===== src/rtl/alu_op_sequencer.sv =====
// ---------------------------------------------------------------------------
// alu_op_sequencer
//
// Command-side master for an 18-bit ALU. The sequencer takes one operation
// request over a valid/ready handshake and drives the ALU operand and control
// inputs. It waits for the ALU's registered result, captures the result and
// flags, and returns them over a valid/ready response. Divide/modulus by zero
// and illegal opcodes are trapped before they reach the ALU.
//
// Ports
//   clk, rst             single rising-edge clock, asynchronous active-high reset
//   req_valid/req_ready  request handshake (ready only while idle)
//   req_a, req_b         operands (WIDTH bits)
//   req_op               ALU ctrl code: [3] = shift-left-1, [2:0] = op 0..6
//   rsp_valid/rsp_ready  response handshake
//   rsp_result           captured ALU result (WIDTH+1 bits)
//   rsp_flags            {ovf, AgtB, N, Z} captured with the result
//   rsp_err              1 = op trapped (div/mod by zero or illegal op)
//   alu_datA/B, alu_ctrl operand/control drive to the ALU
//   alu_result           registered ALU result
//   alu_ovf/AgtB/N/Z     combinational ALU flags
//   busy                 sequencer not idle
//   op_count             completed responses, wrapping
//   err_count            trapped responses, saturating at 255
// ---------------------------------------------------------------------------
module alu_op_sequencer #(
    parameter int WIDTH = 18,
    parameter int CNT_W = 16
) (
    input  logic             clk,
    input  logic             rst,
    input  logic             req_valid,
    output logic             req_ready,
    input  logic [WIDTH-1:0] req_a,
    input  logic [WIDTH-1:0] req_b,
    input  logic [3:0]       req_op,
    output logic             rsp_valid,
    input  logic             rsp_ready,
    output logic [WIDTH:0]   rsp_result,
    output logic [3:0]       rsp_flags,
    output logic             rsp_err,
    output logic [WIDTH-1:0] alu_datA,
    output logic [WIDTH-1:0] alu_datB,
    output logic [3:0]       alu_ctrl,
    input  logic [WIDTH:0]   alu_result,
    input  logic             alu_ovf,
    input  logic             alu_AgtB,
    input  logic             alu_N,
    input  logic             alu_Z,
    output logic             busy,
    output logic [CNT_W-1:0] op_count,
    output logic [7:0]       err_count
);

    typedef enum logic [1:0] {
        ST_IDLE,
        ST_DRIVE,
        ST_SAMPLE,
        ST_RESP
    } state_t;

    state_t r_state;
    state_t w_state_next;

    logic [WIDTH-1:0] r_alu_datA;
    logic [WIDTH-1:0] r_alu_datB;
    logic [3:0]       r_alu_ctrl;
    logic [WIDTH:0]   r_rsp_result;
    logic [3:0]       r_rsp_flags;
    logic             r_rsp_err;
    logic [CNT_W-1:0] r_op_count;
    logic [7:0]       r_err_count;

    logic w_accept;
    logic w_trap;
    logic w_rsp_fire;
    logic w_div_op;

    assign w_accept   = req_valid && (r_state == ST_IDLE);
    assign w_div_op   = (req_op[2:0] == 3'd3) || (req_op[2:0] == 3'd4);
    // Opcode 7 is illegal; div/mod with a zero divisor never reaches the ALU.
    assign w_trap     = (req_op[2:0] == 3'd7) || (w_div_op && (req_b == '0));
    assign w_rsp_fire = (r_state == ST_RESP) && rsp_ready;

    // NOTE: every output of this block gets a default first, so no path can
    // leave w_state_next unassigned and infer a latch.
    always_comb begin
        w_state_next = r_state;
        unique case (r_state)
            ST_IDLE: begin
                if (w_accept) begin
                    w_state_next = w_trap ? ST_RESP : ST_DRIVE;
                end
            end
            ST_DRIVE:  w_state_next = ST_SAMPLE;
            ST_SAMPLE: w_state_next = ST_RESP;
            ST_RESP: begin
                if (rsp_ready) begin
                    w_state_next = ST_IDLE;
                end
            end
            default:   w_state_next = ST_IDLE;
        endcase
    end

    // NOTE: sequential state uses non-blocking assignments so every register
    // samples the pre-edge values of the others, regardless of block order.
    always_ff @(posedge clk or posedge rst) begin
        if (rst) begin
            r_state <= ST_IDLE;
        end else begin
            r_state <= w_state_next;
        end
    end

    // Operand/control drive: loaded only on a non-trapped accept and held
    // until the next one, so the ALU's combinational flags are stable when
    // they are sampled.
    always_ff @(posedge clk or posedge rst) begin
        if (rst) begin
            r_alu_datA <= '0;
            r_alu_datB <= '0;
            r_alu_ctrl <= '0;
        end else if (w_accept && !w_trap) begin
            r_alu_datA <= req_a;
            r_alu_datB <= req_b;
            r_alu_ctrl <= req_op;
        end
    end

    // Response capture. A trap writes a zero result with the error bit set.
    // A real op is captured in SAMPLE, one cycle after the ALU registered it.
    always_ff @(posedge clk or posedge rst) begin
        if (rst) begin
            r_rsp_result <= '0;
            r_rsp_flags  <= '0;
            r_rsp_err    <= 1'b0;
        end else if (w_accept && w_trap) begin
            r_rsp_result <= '0;
            r_rsp_flags  <= '0;
            r_rsp_err    <= 1'b1;
        end else if (r_state == ST_SAMPLE) begin
            r_rsp_result <= alu_result;
            r_rsp_flags  <= {alu_ovf, alu_AgtB, alu_N, alu_Z};
            r_rsp_err    <= 1'b0;
        end
    end

    // Statistics, updated on each completed response handshake.
    always_ff @(posedge clk or posedge rst) begin
        if (rst) begin
            r_op_count  <= '0;
            r_err_count <= '0;
        end else if (w_rsp_fire) begin
            r_op_count <= r_op_count + 1'b1;
            if (r_rsp_err && (r_err_count != 8'hFF)) begin
                r_err_count <= r_err_count + 8'd1;
            end
        end
    end

    assign req_ready  = (r_state == ST_IDLE);
    assign rsp_valid  = (r_state == ST_RESP);
    assign busy       = (r_state != ST_IDLE);
    assign rsp_result = r_rsp_result;
    assign rsp_flags  = r_rsp_flags;
    assign rsp_err    = r_rsp_err;
    assign alu_datA   = r_alu_datA;
    assign alu_datB   = r_alu_datB;
    assign alu_ctrl   = r_alu_ctrl;
    assign op_count   = r_op_count;
    assign err_count  = r_err_count;

endmodule

===== config.mk =====
export PLATFORM = sky130hd
export DESIGN_NAME = alu_op_sequencer
export DESIGN_NICKNAME = d
export VERILOG_FILES = /design/src/rtl/alu_op_sequencer.sv
export SDC_FILE = /design/constraint.sdc
export NUM_CORES = 1
export LEC_CHECK = 0
export CORE_MARGIN = 2
export CORE_UTILIZATION = 46
export DETAILED_ROUTE_END_ITERATION = 10
export HOLD_SLACK_MARGIN = 0.15
export PLACE_DENSITY = 0.92
export SYNTH_ARGS = -nofsm -noshare
export SYNTH_HDL_FRONTEND = slang
export SYNTH_SLANG_ARGS = --single-unit

===== constraint.sdc =====
create_clock -name clk -period 6.5 [get_ports clk]
set_input_delay 0.65 -clock clk [delete_from_list [all_inputs] [get_ports clk]]
set_output_delay 0.65 -clock clk [all_outputs]
set_load 0.01 [all_outputs]

=== Word-level counts from Yosys, hierarchy flattened ===
Index checks and enable logic that the tools add are counted.

* Eq/ne operators: 9
* $add $sub $neg: 2
* Reduce and logical (&&, ||, !) cells: 15
* Multiplexer cells: 10

{| class="wikitable"
|+ Operators with widths
! cell !! number
|-
| two-way mux 19 bit || 2
|-
| logical NOT 18 bit || 1
|-
| adder 16 x 1 -> 16 bit (second input constant) || 1
|-
| adder 8 x 1 -> 8 bit (second input constant) || 1
|-
| two-way mux 4 bit || 2
|-
| inequality test 8 bit (second input constant) || 1
|-
| case mux 2 bit (4 select lines) || 1
|-
| == test 3 bit (second input constant) || 2
|-
| logical AND 1 bit || 6
|-
| two-way mux 2 bit || 3
|-
| == test 2 bit (second input constant) || 2
|-
| inequality test 2 x 1 -> 1 bit (second input constant) || 2
|-
| AND reduction 2 bit || 2
|-
| nonzero test 2 bit || 2
|-
| == test 3 x 2 -> 1 bit (second input constant) || 1
|-
| == test 2 x 1 -> 1 bit (second input constant) || 1
|-
| logical NOT 2 bit || 1
|-
| logical OR 1 bit || 2
|-
| two-way mux 1 bit || 2
|-
| logical NOT 1 bit || 1
|}

* Input port bits: 67
* Bits in registers: 90
* Output and inout port bits: 91
* Word-level logic and storage cells: 45

=== Depth between registers and ports, before layout ===
Gate-level depths: netlist of run 1.

* Depth in word-level cells: 7
* Mapped depth: 8
* Depth with buffers taken out: 6

=== Worst setup path after synthesis of run 1 ===
OpenSTA, ideal clock, no wires.

* Path type: in2reg
* From: input req_b[4]
* To: register r_alu_datA[10], in the netlist alu_datA[10]
* Setup slack: 4.467 ns
* Setup time: 0.125 ns
* Data arrival time: 1.908 ns
* Data required time: 6.375 ns
* Stages: 5
* Path buffers: 1
* Cell sequence: nor4_1 nand3_1 o31ai_4 buf_6 mux2_2

* Cells in the longest elaborated chain, start to end: 5

{| class="wikitable"
|+ Ends and longest elaborated chain
! what !! RTL line !! text
|-
| start: declaration || 35 || <nowiki>input logic [WIDTH-1:0] req_b,</nowiki>
|-
| logical NOT 18 bit || 82 || <nowiki>assign w_trap = (req_op[2:0] == 3'd7) || (w_div_op && (req_b == '0));</nowiki>
|-
| logical AND 1 bit || 82 ||
|-
| logical OR 1 bit || 82 ||
|-
| logical NOT 1 bit || 124 || <nowiki>end else if (w_accept && !w_trap) begin</nowiki>
|-
| logical AND 1 bit || 124 ||
|-
| end signal: assignment || 125 || <nowiki>r_alu_datA <= req_a;</nowiki>
|-
| end: declaration || 65 || <nowiki>logic [WIDTH-1:0] r_alu_datA;</nowiki>
|}

Every way passes these cells.
A chain may end at the register's enable or synchronous reset.

=== Worst setup path in the final report of run 1 ===
* From: register r_state[0]
* To: register r_alu_datA[5], in the netlist alu_datA[5]

* Cells in the longest elaborated chain, start to end: 3

{| class="wikitable"
|+ Ends and longest elaborated chain
! what !! RTL line !! text
|-
| start: declaration || 62 || <nowiki>state_t r_state;</nowiki>
|-
| start signal: assignment || 112 || <nowiki>r_state <= w_state_next;</nowiki>
|-
| logical NOT 2 bit || 79 || <nowiki>assign w_accept = req_valid && (r_state == ST_IDLE);</nowiki>
|-
| logical AND 1 bit || 79 ||
|-
| logical AND 1 bit || 124 ||
|}

Every way passes these cells.

==> results of run 1 <==
## power by group through the flow
stage          logic, mW  clock network [mW]  registers, mW
3_3_place_gp        1.09                   0          0.936
4_1_cts             1.14               0.424          0.942
3_5_place_dp        1.13                   0          0.948
6_report            1.12               0.416          0.941
5_1_grt             1.21               0.447          0.969
2_1_floorplan      0.427                   0           1.03
## worst max-delay path: stages (launching register included)
cell and delay (ns):
dfrtp_1 0.40, inv_1 0.09, ha_1 0.34, and2_1 0.73, and2_1 0.27, o31ai_4 0.07, buf_4 0.29, mux2_1 0.37
## cells by family after synthesis
logic type                 share of synthesized area, %
xor gates and xnor gates                           5.10
AOI/OAI and AO/OA                                  5.66
buffers and inverters                              2.88
muxes                                              18.6
DFF                                                59.6
adders and majority gates                          1.66
and+or+nand+nor                                    6.49
## area by class of cell
type                            count  area, µm²
Fill cell                         577       2440
Sequential cell                    90       2250
Timing Repair Buffer              161       1600
Multi-Input combinational cell    170       1420
Clock buffer                       12        145
Tap cell                          105        131
Clock inverter                      4       75.1
Inverter                            8       31.3
## sequential cells by signal (all words and copies together), names as in the netlist
| signal | count |
|---|---|
| rsp_result | 19 |
| r_state | 2 |
| err_count | 8 |
| op_count | 16 |
| rsp_flags | 4 |
| alu_ctrl | 4 |
| rsp_err | 1 |
| alu_datA | 18 |
| alu_datB | 18 |
## stage by stage
step / power [mW] / setup WS, ns
final: 2.48 / 3.79
after CTS: 2.51 / 3.81
after global placement: 2.03 / 3.59
after floorplan: 1.46 / 3.51
after global routing: 2.63 / 3.59
after detailed placement: 2.08 / 3.50
## worst max path at each step
stage	end	start	slack (ns)	depth (start not counted)
final	alu_datA[5]	r_state[0]	3.79	7
after floorplan	alu_ctrl[0]	rst	3.51	1
after detailed placement	alu_datA[5]	req_valid	3.50	6
after CTS	alu_datA[5]	r_state[0]	3.81	7
after global routing	alu_datA[5]	r_state[0]	3.59	7
after global placement	alu_datA[7]	req_valid	3.59	6
## layer usage
metal | wire length (µm) | GRT usage, %
met4 | 191 | 7.73
met1 | 3590 | 25.0
met3 | 491 | 4.95
met2 | 4680 | 35.8
met5 | 0 | 0
## cell usage after synthesis
cell type and n:
and3_1 5, nor2b_1 1, mux2i_1 23, nand4_1 5, mux2_2 38, o31ai_2 1, buf_2 3, nor3_1 2
and4_1 2, nand2_1 8, or3_1 1, buf_6 4, nor2_1 3, mux2_1 4, xor2_1 4, o32a_1 1
xnor2_1 18, clkbuf_1 3, nor3b_1 1, a41oi_2 1, inv_1 8, buf_1 2, nor4_1 4, and2_1 3
nand3_1 10, a21oi_1 26, o31ai_4 1, o32ai_1 1, o31a_1 1, o22ai_1 1, dfrtp_1 90, ha_1 5
==> flow_metrics.env, run 1 <==
export IMPL_grt_usage_pct=20.6
export IMPL_crit_arrival_ns=2.93
export IMPL_synth_distinct_cells=32
export IMPL_slew_headroom_pct=26.5
export IMPL_max_slew_worst_pin_slew_ns=1.10
export IMPL_drt_iter0_markers=64
export IMPL_fin_crit_sh_pct=41.7
export IMPL_core_area_um2=8090
export IMPL_worstPathRequired_ns=6.72
export IMPL_die_y_um=94.6
export IMPL_fin_util_pct=69.9
export IMPL_die_width_um=94.6
export IMPL_yosysSeqAreaShare_pct=59.6
export IMPL_internal_power_mw=1.69
export IMPL_timing_rr_start="r_state[0]"
export IMPL_clkTransAtPathRegs_ns=0.09
export IMPL_grt_pass1_wl_um=14200
export IMPL_crit_fanout=40
export IMPL_num_antenna_cells=0
export IMPL_cts_tree="yes"
export IMPL_worst_setup_path_end_kind="flop"
export IMPL_place_inst=534
export IMPL_io_buffer_count=157
export IMPL_rrSetupSlack_ns=3.79
export IMPL_final_common_cell="clkdlybuf4s50_1"
export IMPL_clkLatencyLatePin_ns=0.34
export IMPL_leakagePower_nw=2.38
export IMPL_drtAntennaViolNets=0
export IMPL_synth_area_per_cell_um2=13.5
export IMPL_htreeDepth=3
export IMPL_placed_area_um2=5430
export IMPL_final_area_um2=5650
export IMPL_critical_path_class="reg -> reg"
export IMPL_wirelength_um=8950
export IMPL_numCtsBuffers=9
export IMPL_clkPwrFrac_pct=16.8
export IMPL_min_path_type="reg -> reg"
export IMPL_finalHoldViolCount=0
export IMPL_ys_warn_count=0
export IMPL_gp_congestion=0.770
export IMPL_syn2layout_area_growth_pct=49.6
export IMPL_clockRootBuffer="clkbuf_8"
export IMPL_r2r_cells=7
export IMPL_hold_path_end="op_count[15]"
export IMPL_pwr_share_seq_pct=37.9
export IMPL_final_cells=550
export IMPL_synth_largest_area_cell="dfrtp_1"
export IMPL_num_vias=2793
export IMPL_syn_num_nets=352
export IMPL_cp_start_kind="flop"
export IMPL_max_clock_path_buffers=2
export IMPL_hpwl_um=6550
export IMPL_antenna_found_initial=0
export IMPL_reg2reg_to="alu_datA[5]"
export IMPL_vias_per_cell=5.08
export IMPL_first_global_vias=2948
export IMPL_synth_top_cell_area_share_pct=59.6
export IMPL_syn_instance_count=280
export IMPL_dr_pass1_iters=6
export IMPL_setup_viol=0
export IMPL_rows=33
export IMPL_max_cap_violations=0
export IMPL_final_setup_tns_ns=0
export IMPL_fin_nets=512
export IMPL_ys_ff_latch=90
export IMPL_fin_crit_ns=2.71
export IMPL_rsz0062_at_grt="false"
export IMPL_skew_ns=0.00803
export IMPL_cts_setup_buffers=0
export IMPL_layout_drive_gt1_share_pct=13.5
export IMPL_slew_viol_final=0
export IMPL_p_sw_mw=0.787
export IMPL_syn_area_um2=3780
export IMPL_fmax_mhz=369
export IMPL_synthTopCellsByArea="dfrtp_1, mux2_2, mux2i_1"
export IMPL_grt_max_degree=91
export IMPL_pwr_share_comb_pct=45.3
export IMPL_switching_share_pct=31.7
export IMPL_ir_worst_vdd_v=0.000240
export IMPL_drc_errors=0
export IMPL_hold_buffers=0
export IMPL_initial_core_util_pct=46.7
export IMPL_hp_start="op_count[15]"
export IMPL_p_per_area_nw_per_um2=439
export IMPL_ios=158
export IMPL_whs_ns=0.473
export IMPL_min_path_cells=1
export IMPL_grt_overflow_total=0
export IMPL_clock_sinks=90
export IMPL_status="completed"
export IMPL_wire_per_inst_um=16.3
export IMPL_mostFrequentLayoutCells="clkdlybuf4s50_1, dfrtp_1, mux2_2"
export IMPL_post_cts_resize_count=0
export IMPL_dieArea_um2=8960
(Power assumes the default switching activity.)
==> run 2: changes to the inputs <==
--- a/config.mk
+++ b/config.mk
@@ -6,10 +6,10 @@
 export NUM_CORES = 1
 export LEC_CHECK = 0
 export CORE_MARGIN = 2
-export CORE_UTILIZATION = 46
+export CORE_UTILIZATION = 43
 export DETAILED_ROUTE_END_ITERATION = 10
 export HOLD_SLACK_MARGIN = 0.15
-export PLACE_DENSITY = 0.92
+export PLACE_DENSITY = 0.88
 export SYNTH_ARGS = -nofsm -noshare
 export SYNTH_HDL_FRONTEND = slang
 export SYNTH_SLANG_ARGS = --single-unit
==> constraint.sdc (replaced) <==
create_clock -name clk -period 2.6 [get_ports clk]
set_input_delay 0.26 -clock clk [delete_from_list [all_inputs] [get_ports clk]]
set_output_delay 0.26 -clock clk [all_outputs]
set_load 0.01 [all_outputs]
==> flow_metrics.env, run 2 (synthesized netlist as in run 1, its figures left out) <==
export IMPL_status="completed"
export IMPL_critical_path_class="in -> reg"
export IMPL_multi_input_area_um2=1430
export IMPL_crit_fanout=14
export IMPL_final_setup_tns_ns=0
export IMPL_grt_overflow_total=0
export IMPL_gp_congestion=0.764
export IMPL_rrSetupSlack_ns=0.63
export IMPL_finalHoldViolCount=0
export IMPL_htreeDepth=3
export IMPL_num_vias=2844
export IMPL_ff_latch_area_um2=2250
export IMPL_clkLatencyLatePin_ns=0.36
export IMPL_wirelength_um=9090
export IMPL_timing_rr_start="r_state[0]"
export IMPL_r2r_cells=7
export IMPL_drt_iter0_markers=32
export IMPL_mostFrequentLayoutCells="clkdlybuf4s50_1, dfrtp_1, mux2_2"
export IMPL_fin_util_pct=66.4
export IMPL_max_clock_path_buffers=2
export IMPL_first_global_vias=3104
export IMPL_io_buffer_count=157
export IMPL_wire_per_inst_um=16.3
export IMPL_drc_errors=0
export IMPL_switching_share_pct=31.6
export IMPL_clock_sinks=90
export IMPL_final_cells=557
export IMPL_cp_start_kind="input port"
export IMPL_clkPwrFrac_pct=17.5
export IMPL_p_sw_mw=1.98
export IMPL_syn2layout_area_growth_pct=51.9
export IMPL_fin_nets=516
export IMPL_slew_viol_final=0
export IMPL_grt_usage_pct=19.9
export IMPL_initial_core_util_pct=43.8
export IMPL_dieArea_um2=9550
export IMPL_cts_setup_buffers=0
export IMPL_ios=158
export IMPL_hpwl_um=6740
export IMPL_cts_tree="yes"
export IMPL_core_area_um2=8640
export IMPL_die_y_um=97.7
export IMPL_max_cap_violations=0
export IMPL_p_total_mw=6.26
export IMPL_setup_viol=0
export IMPL_min_path_type="in -> async"
export IMPL_crit_arrival_ns=2.26
export IMPL_pwr_share_comb_pct=45.3
export IMPL_pwr_share_seq_pct=37.3
export IMPL_clockRootBuffer="clkbuf_8"
export IMPL_post_cts_resize_count=0
export IMPL_antenna_found_initial=0
export IMPL_drtAntennaViolNets=0
export IMPL_slew_headroom_pct=61.0
export IMPL_ir_worst_vdd_v=0.000536
export IMPL_worst_setup_path_end_kind="flop"
export IMPL_worstPathRequired_ns=2.84
export IMPL_final_common_cell="clkdlybuf4s50_1"
export IMPL_skew_ns=0.0105
export IMPL_internal_power_mw=4.28
export IMPL_reg2reg_to="alu_ctrl[0]"
export IMPL_fin_crit_ns=2.02
export IMPL_die_width_um=97.7
export IMPL_hold_buffers=0
export IMPL_fin_crit_sh_pct=77.8
export IMPL_fmax_mhz=494
export IMPL_grt_max_degree=46
export IMPL_rows=34
export IMPL_dr_pass1_iters=4
export IMPL_max_slew_worst_pin_slew_ns=0.580
export IMPL_fillCellCount=663
export IMPL_rsz0062_at_grt="false"
export IMPL_layout_drive_gt1_share_pct=14.7
export IMPL_num_antenna_cells=0
export IMPL_p_per_area_nw_per_um2=1090
export IMPL_leakagePower_nw=2.43
export IMPL_clkTransAtPathRegs_ns=0.09
export IMPL_vias_per_cell=5.11
export IMPL_grt_pass1_wl_um=15200
export IMPL_place_inst=541
export IMPL_numCtsBuffers=9
export IMPL_largest_register_ffs=19
[run 2: final cells by class]
cell class | instances | area share (%)
flip-flops and latches | 90 | 39.2
repair buffers | 165 | 28.9
multi-input cells | 170 | 24.9
clock buffers | 11 | 2.64
well taps | 108 | 2.36
clock inverters | 5 | 1.48
inverters | 8 | 0.545
[run 2: stage by stage]
stage                     hold WS [ns]  cell area, µm²  worst slack, ns
final                            0.256            5740            0.576
after global routing             0.293            5740            0.451
after CTS                        0.260            5740            0.574
after detailed placement         0.478            5500            0.199
after global placement           0.462            5500            0.315
after floorplan                  0.392            3780          0.00474
[run 2: worst max-delay path by stage]
stage	start	end	slack, ns	cells after the start
finish	req_b[4]	alu_ctrl[0]	0.58	6
global route	req_b[12]	alu_datA[15]	0.45	6
CTS	req_b[4]	alu_ctrl[0]	0.57	6
detailed placement	req_b[4]	alu_ctrl[0]	0.20	6
global placement	req_b[4]	alu_datA[15]	0.32	6
floorplan	rst	alu_ctrl[0]	0.005	1
[run 2: power by group through the flow]
| stage | clock, mW | sequential (mW) | combinational, mW |
|---|---|---|---|
| 6_report | 1.09 | 2.33 | 2.83 |
| 5_1_grt | 1.18 | 2.42 | 3.06 |
| 4_1_cts | 1.13 | 2.34 | 2.88 |
| 3_5_place_dp | 0 | 2.36 | 2.86 |
| 3_3_place_gp | 0 | 2.33 | 2.78 |
| 2_1_floorplan | 0 | 2.58 | 1.07 |
[run 2: critical path, cell delays in order]
cell	delay [ns]
clkdlybuf4s50_1	0.42
nor4_1	0.34
nand3_1	0.29
o31ai_4	0.31
buf_4	0.28
mux2_2	0.36
[run 2: routing by layer]
layer	vias to the layer above	GRT usage, %	wire length, µm
li1	1320	-	-
met1	1402	23.4	3570
met2	110	34.3	4660
met3	12	7.37	733
met4	0	5.88	129
met5	-	0	0
